<file path="src/rtl/fetch_redirect_unit_pkg.sv">
// Shared definitions for the IF-stage fetch/redirect logic: widths, the NOP
// encoding and the fetch FSM state type.
package fetch_redirect_unit_pkg;

  localparam int          DEF_XLEN  = 32;
  localparam logic [31:0] NOP_INSTR = 32'h0000_0013;

  typedef enum logic {
    ST_FETCH  = 1'b0,
    ST_SQUASH = 1'b1
  } fetch_state_e;

endpackage

</file>
<file path="src/rtl/fetch_redirect_unit_fetch_buffer.sv">
// DEPTH-entry FIFO of {pc, instr} between imem responses and the IF/ID register.
// Clear has priority over push and pop.
module fetch_redirect_unit_fetch_buffer #(
  parameter int XLEN  = 32,
  parameter int DEPTH = 2
) (
  input  logic                     clk,
  input  logic                     rst_n,
  input  logic                     push,
  input  logic                     pop,
  input  logic                     clear,
  input  logic [XLEN-1:0]          push_pc,
  input  logic [31:0]              push_instr,
  output logic [XLEN-1:0]          head_pc,
  output logic [31:0]              head_instr,
  output logic                     full,
  output logic                     empty,
  output logic [$clog2(DEPTH):0]   count
);

  localparam int AW = $clog2(DEPTH);
  localparam int CW = AW + 1;

  logic [XLEN-1:0] r_pc    [DEPTH];
  logic [31:0]     r_instr [DEPTH];
  logic [AW-1:0]   r_rd;
  logic [AW-1:0]   r_wr;
  logic [CW-1:0]   r_count;

  // Pointers wrap naturally because DEPTH is a power of two.
  always_ff @(posedge clk or negedge rst_n) begin
    if (!rst_n) begin
      r_rd    <= '0;
      r_wr    <= '0;
      r_count <= '0;
    end else if (clear) begin
      r_rd    <= '0;
      r_wr    <= '0;
      r_count <= '0;
    end else begin
      if (push) r_wr <= r_wr + AW'(1);
      if (pop)  r_rd <= r_rd + AW'(1);
      r_count <= r_count + CW'(push) - CW'(pop);
    end
  end

  always_ff @(posedge clk) begin
    if (push && !clear) begin
      r_pc[r_wr]    <= push_pc;
      r_instr[r_wr] <= push_instr;
    end
  end

  assign head_pc    = r_pc[r_rd];
  assign head_instr = r_instr[r_rd];
  assign full       = (r_count == CW'(DEPTH));
  assign empty      = (r_count == '0);
  assign count      = r_count;

endmodule

</file>
<file path="src/rtl/fetch_redirect_unit.sv">
// IF-stage PC owner: issues imem requests, buffers responses toward ID and
// squashes wrong-path fetches when EX redirects.
module fetch_redirect_unit
  import fetch_redirect_unit_pkg::*;
#(
  parameter int              XLEN      = DEF_XLEN,
  parameter logic [XLEN-1:0] RESET_PC  = '0,
  parameter int              BUF_DEPTH = 2
) (
  input  logic            clk,
  input  logic            rst_n,
  input  logic            br_taken,
  input  logic [XLEN-1:0] br_target,
  input  logic            stall_if,
  output logic            imem_req_valid,
  output logic [XLEN-1:0] imem_req_addr,
  input  logic            imem_req_ready,
  input  logic            imem_rsp_valid,
  input  logic [31:0]     imem_rsp_data,
  output logic            if_valid,
  output logic [31:0]     if_instr,
  output logic [XLEN-1:0] if_pc,
  output logic            flush_ifid,
  output logic            flush_idex,
  output logic            dbg_state
);

  localparam int CW = $clog2(BUF_DEPTH) + 1;

  // imem request: valid/ready; a request transfers on the cycle both are high,
  // addr/valid hold until then, and only a redirect may drop an unaccepted one.

  fetch_state_e    r_state, w_state_nxt;
  logic            r_out, w_out_nxt;
  logic [XLEN-1:0] r_fetch_pc, w_fetch_pc_nxt;
  logic [XLEN-1:0] r_out_pc;

  logic            w_empty, w_full;
  logic [CW-1:0]   w_count;
  logic [XLEN-1:0] w_head_pc;
  logic [31:0]     w_head_instr;
  logic            w_rsp_live, w_req_valid, w_req_fire;
  logic            w_show, w_pop, w_push;
  logic            w_unused_tgt_lsb;

  assign w_unused_tgt_lsb = ^br_target[1:0];

  // A response on the live path is shown the same cycle when the buffer is
  // empty (bypass), so a 1-cycle imem gives one instruction per cycle.
  // A new request may overlap an outstanding one only in the cycle its
  // response returns, which keeps at most one request in flight.
  always_comb begin
    w_rsp_live  = imem_rsp_valid && r_out && (r_state == ST_FETCH) && !br_taken;
    w_req_valid = rst_n && (r_state == ST_FETCH) && !br_taken
                  && (!r_out || imem_rsp_valid)
                  && ((int'(w_count) + int'(r_out)) < BUF_DEPTH);
    w_req_fire  = w_req_valid && imem_req_ready;
    w_show      = !br_taken && (!w_empty || w_rsp_live);
    w_pop       = w_show && !stall_if && !w_empty;
    w_push      = w_rsp_live && !(w_empty && !stall_if) && (!w_full || w_pop);
  end

  // A redirect in SQUASH that coincides with the stale response retires the
  // squash at once; otherwise the stale response is still owed.
  always_comb begin
    w_state_nxt    = r_state;
    w_out_nxt      = r_out;
    w_fetch_pc_nxt = r_fetch_pc;
    if (imem_rsp_valid && r_out) w_out_nxt = 1'b0;
    if (w_req_fire) begin
      w_out_nxt      = 1'b1;
      w_fetch_pc_nxt = r_fetch_pc + XLEN'(4);
    end
    case (r_state)
      ST_FETCH:  if (br_taken && r_out && !imem_rsp_valid) w_state_nxt = ST_SQUASH;
      ST_SQUASH: if (imem_rsp_valid) w_state_nxt = ST_FETCH;
      default:   w_state_nxt = ST_FETCH;
    endcase
    if (br_taken) w_fetch_pc_nxt = {br_target[XLEN-1:2], 2'b00};
  end

  always_ff @(posedge clk or negedge rst_n) begin
    if (!rst_n) begin
      r_state    <= ST_FETCH;
      r_out      <= 1'b0;
      r_fetch_pc <= RESET_PC;
      r_out_pc   <= '0;
    end else begin
      r_state    <= w_state_nxt;
      r_out      <= w_out_nxt;
      r_fetch_pc <= w_fetch_pc_nxt;
      if (w_req_fire) r_out_pc <= r_fetch_pc;
    end
  end

  fetch_redirect_unit_fetch_buffer #(
    .XLEN  (XLEN),
    .DEPTH (BUF_DEPTH)
  ) u_fetch_buffer (
    .clk        (clk),
    .rst_n      (rst_n),
    .push       (w_push),
    .pop        (w_pop),
    .clear      (br_taken),
    .push_pc    (r_out_pc),
    .push_instr (imem_rsp_data),
    .head_pc    (w_head_pc),
    .head_instr (w_head_instr),
    .full       (w_full),
    .empty      (w_empty),
    .count      (w_count)
  );

  assign imem_req_valid = w_req_valid;
  assign imem_req_addr  = r_fetch_pc;
  assign if_valid       = w_show;
  assign if_pc          = !w_show ? '0 : (w_empty ? r_out_pc : w_head_pc);
  assign if_instr       = !w_show ? NOP_INSTR : (w_empty ? imem_rsp_data : w_head_instr);
  assign flush_ifid     = br_taken;
  assign flush_idex     = br_taken;
  assign dbg_state      = r_state;

endmodule
</file>
<file path="config.mk">
export PLATFORM = sky130hd
export DESIGN_NAME = fetch_redirect_unit
export DESIGN_NICKNAME = d
export VERILOG_FILES = /design/src/rtl/fetch_redirect_unit_pkg.sv /design/src/rtl/fetch_redirect_unit_fetch_buffer.sv /design/src/rtl/fetch_redirect_unit.sv
export SDC_FILE = /design/constraint.sdc
export NUM_CORES = 1
export LEC_CHECK = 0
export CORE_ASPECT_RATIO = 0.9
export CORE_MARGIN = 1
export CORE_UTILIZATION = 56
export CTS_CLUSTER_DIAMETER = 100
export DETAILED_ROUTE_END_ITERATION = 10
export PLACE_DENSITY = 0.86
export SETUP_SLACK_MARGIN = 0.2
export SYNTH_ARGS = -nofsm -noshare
export SYNTH_HDL_FRONTEND = slang
export SYNTH_SLANG_ARGS = --single-unit
</file>
<file path="constraint.sdc">
create_clock -name clk -period 5.8 [get_ports clk]
set_input_delay 1.74 -clock clk [delete_from_list [all_inputs] [get_ports clk]]
set_output_delay 1.74 -clock clk [all_outputs]
set_load 0.05 [all_outputs]
</file>
==> summary.md <==
| Metric | Value |
|---|---|
| Worst-margin pin slew | `around 1.1 ns` |
| Routability congestion estimate | `0.901` |
| First-pass GRT wire length | `around 31000 µm` |
| CTS tree | `yes` |
| Crit-path leading delay family | `buffers and inverters` |
| Latest clock arrival within the worst-skew pair | `0.43 ns` |
| Max Root-Sink Buffers | `2` |
| Post-Syn Area per Cell | `11.9 µm²` |
| Post-CTS Setup Repair Bufs | `0` |
| Total Neg Setup Slack | `0 ns` |
| Power Total | `approximately 3.5 mW` |
| PortBufs | `about 160` |
| Hold Path End | `u_fetch_buffer.r_pc[0][24]` |
| Synth Flop Type | `edfxtp_1` |
| Setup CP Type | `in2out` |
| Leak | `just over 4 nW` |
| Hold_sp | `r_out_pc[24]` |
| Arrival time worst endpoint | `around 3.6 ns` |
| Hold Path Class | `reg2reg` |
| FF-to-FF End | `u_fetch_buffer.r_instr[1][9]` |
| RSZ-0062 raised after global routing | `no` |
| Crit Path Max Fanout | `23` |
| Asr flop ratio synth | `0.347` |
| # setup viols final | `0` |
| WL final | `roughly 19000 µm` |
| Largest net degree at the start of global routing | `roughly 70` |
| Synth cell types | `49` |
| Clock transition at path regs | `about 0.070 ns` |
| Die area | `15700 µm²` |
| Critical-path cell list | `clkdlybuf4s50_1 > nand3_1 > o21a_2 > buf_4 > a211oi_1 > buf_12` |
| Fin nets | `932` |
| Worst VDD drop | `approximately 230 µV` |
| I/O pins | `171` |
| First-pass DRT Iterations | `5` |
| Std cell rows | `42` |
| FF-to-FF path depth | `5` |
| Syn Inst Count | `716` |
| Hold buffers post-CTS | `0` |
| Residual DRC | `0` |
| Drt first-iter violations | `478` |
| Fin. Hold Viols | `0` |
| # resized after CTS | `0` |
| Post-route clock period utilization | `0.928` |
| Final Max Tran Viols | `0` |
| Detailed Place HPWL | `about 12000 µm` |
| Syn-to-layout area delta | `30.1%` |
| Buf/Inv on CP | `3` |
| Cell taking the most area after synthesis | `edfxtp_1` |
| Power density cells | `around 310 nW/µm²` |
| Synth Register Bits | `between 150 and 200` |
| Critical path required time | `about 4.1 ns` |
| Via density | `slightly below 6` |
| Slowest cell on the critical path | `clkdlybuf4s50_1` |
| YS warnings | `0` |
| R2R setup slack | `between 3 and 4 ns` |
| Remaining Overflow, GRT | `0` |
| Initial antenna violation count | `0` |
| Sequential share of the synthesized area | `0.629` |
| Die H | `around 120 µm` |
| Max transition margin | `0.247` |
| Synth top area cells | `edfxtp_1, dfrtp_1, mux2i_1` |
| EDFF count, synth | `around 120` |
| Routed len/inst | `roughly 18 µm` |
| Worst clock skew | `0.00612 ns` |
| Final ANT Viol Nets | `0` |
| Hold-critical path depth | `0` |
| Max-cap viol count | `0` |
| Fillers | `approximately 960` |
| Crit end category | `output port` |
| H-Tree Depth | `4` |
| CTS Buf Count | `17` |
| CP peak stage delay | `approximately 0.60 ns` |
| Routed via count | `6281` |
| Sinks on the clock net | `190` |
| Core area | `14800 µm²` |
| Total GRT Usage | `0.253` |
| Outcome | `completed` |
| Die width | `132 µm` |
| Starting Density | `0.576` |
| Crit path launch type | `input port` |
| Number of global-route vias before repair | `about 6100` |
| Share of cells above drive strength 1 | `0.136` |
| Fmax | `~0.19 GHz` |
| CTS Root Cell | `clkbuf_16` |
| Fin crit period | `approximately 5.4 ns` |
| R2R Path Start | `dbg_state` |
| Synth top area share | `0.436` |
| N_diodes | `0` |
| Post-Syn Area | `roughly 8500 µm²` |
## power breakdown
part,switching [mW],internal (mW)
sequential,0.117,1.56
clock,0.485,0.766
combinational,0.342,0.206
## synthesized netlist by cell type, drive strengths merged (2+ instances only)
library cell,number
nor2,78
nand2b,3
edfxtp,124
nor4,6
and3,8
nand3,17
o211ai,8
buf,18
dfrtp,66
ha,3
xnor2,7
nor2b,2
nor3,3
o311ai,6
nand4,12
a21oi,6
mux2i,64
a221o,3
inv,12
nand2,110
a311o,2
a31oi,5
mux2,4
o21ai,31
clkbuf,34
nand3b,3
xor2,7
a32oi,2
a211oi,59
## cell type report
cell class / count / area (µm²) / area share
repair buffers: 173 / 1870 / 0.168
flip-flops and latches: 190 / 5380 / 0.484
inverters: 12 / 45.0 / 0.00406
multi-input cells: 465 / 2920 / 0.263
well taps: 198 / 248 / 0.0223
clock inverters: 14 / 216 / 0.0195
clock buffers: 18 / 429 / 0.0386
## state kept, by name (all words and copies together) (netlist names)
signal	count
imem_req_addr	30
dbg_state	1
u_fetch_buffer.r_pc	60
u_fetch_buffer.r_rd	1
r_out	1
u_fetch_buffer.r_wr	1
r_out_pc	30
u_fetch_buffer.r_instr	64
u_fetch_buffer.count	2
## through the flow
| stage | hold slack, ns | setup slack, ns | instance area (µm²) | std cells | util |
|---|---|---|---|---|---|
| global route | 0.527 | 0.322 | 11100 | 1070 | 0.749 |
| finish | 0.505 | 0.419 | 11100 | 1070 | 0.749 |
| detailed placement | 0.486 | 0.446 | 10500 | 1038 | 0.706 |
| CTS | 0.506 | 0.443 | 11100 | 1070 | 0.749 |
| floorplan | 0.459 | 0.467 | 8550 | 719 | - |
| global placement | 0.478 | 0.490 | 10500 | 1038 | 0.706 |
## cells in the final DEF (no fill, tap or decap), types with 3 or more instances in the layout
| cell | Yosys | routed |
|---|---|---|
| o21ai_0 | 30 | 30 |
| a21oi_1 | 6 | 6 |
| clkbuf_16 | 0 | 17 |
| nand2_1 | 110 | 110 |
| nand3b_1 | 3 | 3 |
| dfrtp_1 | 66 | 65 |
| edfxtp_1 | 124 | 124 |
| a221o_1 | 3 | 3 |
| nor3_1 | 3 | 3 |
| and3_1 | 8 | 8 |
| xor2_1 | 7 | 7 |
| xnor2_1 | 7 | 7 |
| mux2_2 | 4 | 4 |
| buf_12 | 0 | 26 |
| inv_1 | 12 | 12 |
| o211ai_1 | 8 | 8 |
| conb_1 | 1 | 4 |
| a211oi_1 | 59 | 59 |
| bufinv_16 | 0 | 5 |
| nand4_1 | 10 | 10 |
| nor4_1 | 4 | 4 |
| nor2_1 | 78 | 76 |
| ha_1 | 3 | 3 |
| a31oi_1 | 5 | 5 |
| nand3_1 | 17 | 17 |
| mux2i_1 | 64 | 64 |
| clkinv_4 | 0 | 5 |
| buf_4 | 7 | 45 |
| clkdlybuf4s50_1 | 0 | 100 |
| o311ai_0 | 6 | 6 |
## routing by layer
| metal | GRT usage | routed length, µm | vias up |
|---|---|---|---|
| li1 | - | - | 2918 |
| met1 | 0.355 | 8380 | 3037 |
| met2 | 0.394 | 8770 | 291 |
| met3 | 0.0460 | 1290 | 35 |
| met4 | 0.101 | 361 | 0 |
| met5 | 0 | 0 | - |
## worst max path at each step
stage / startpoint / endpoint / cells past startpoint
after detailed placement: imem_rsp_valid / if_pc[14] / 6
after floorplan: br_taken / if_instr[31] / 5
after global routing: imem_rsp_valid / if_pc[18] / 6
after global placement: imem_rsp_valid / if_pc[9] / 6
after CTS: imem_rsp_valid / if_pc[14] / 6
final: imem_rsp_valid / if_pc[14] / 6
## logic make-up after synthesis
family	count (synthesis)	share of synthesized area
buffers and inverters	64	0.0322
adders and majority gates	3	0.00440
DFF	190	0.629
xor gates and xnor gates	14	0.0144
other	1	0.000439
AOI/OAI and AO/OA	129	0.107
and+or+nand+nor	247	0.132
muxes	68	0.0803
No activity file was read; power rests on OpenSTA's default activity.
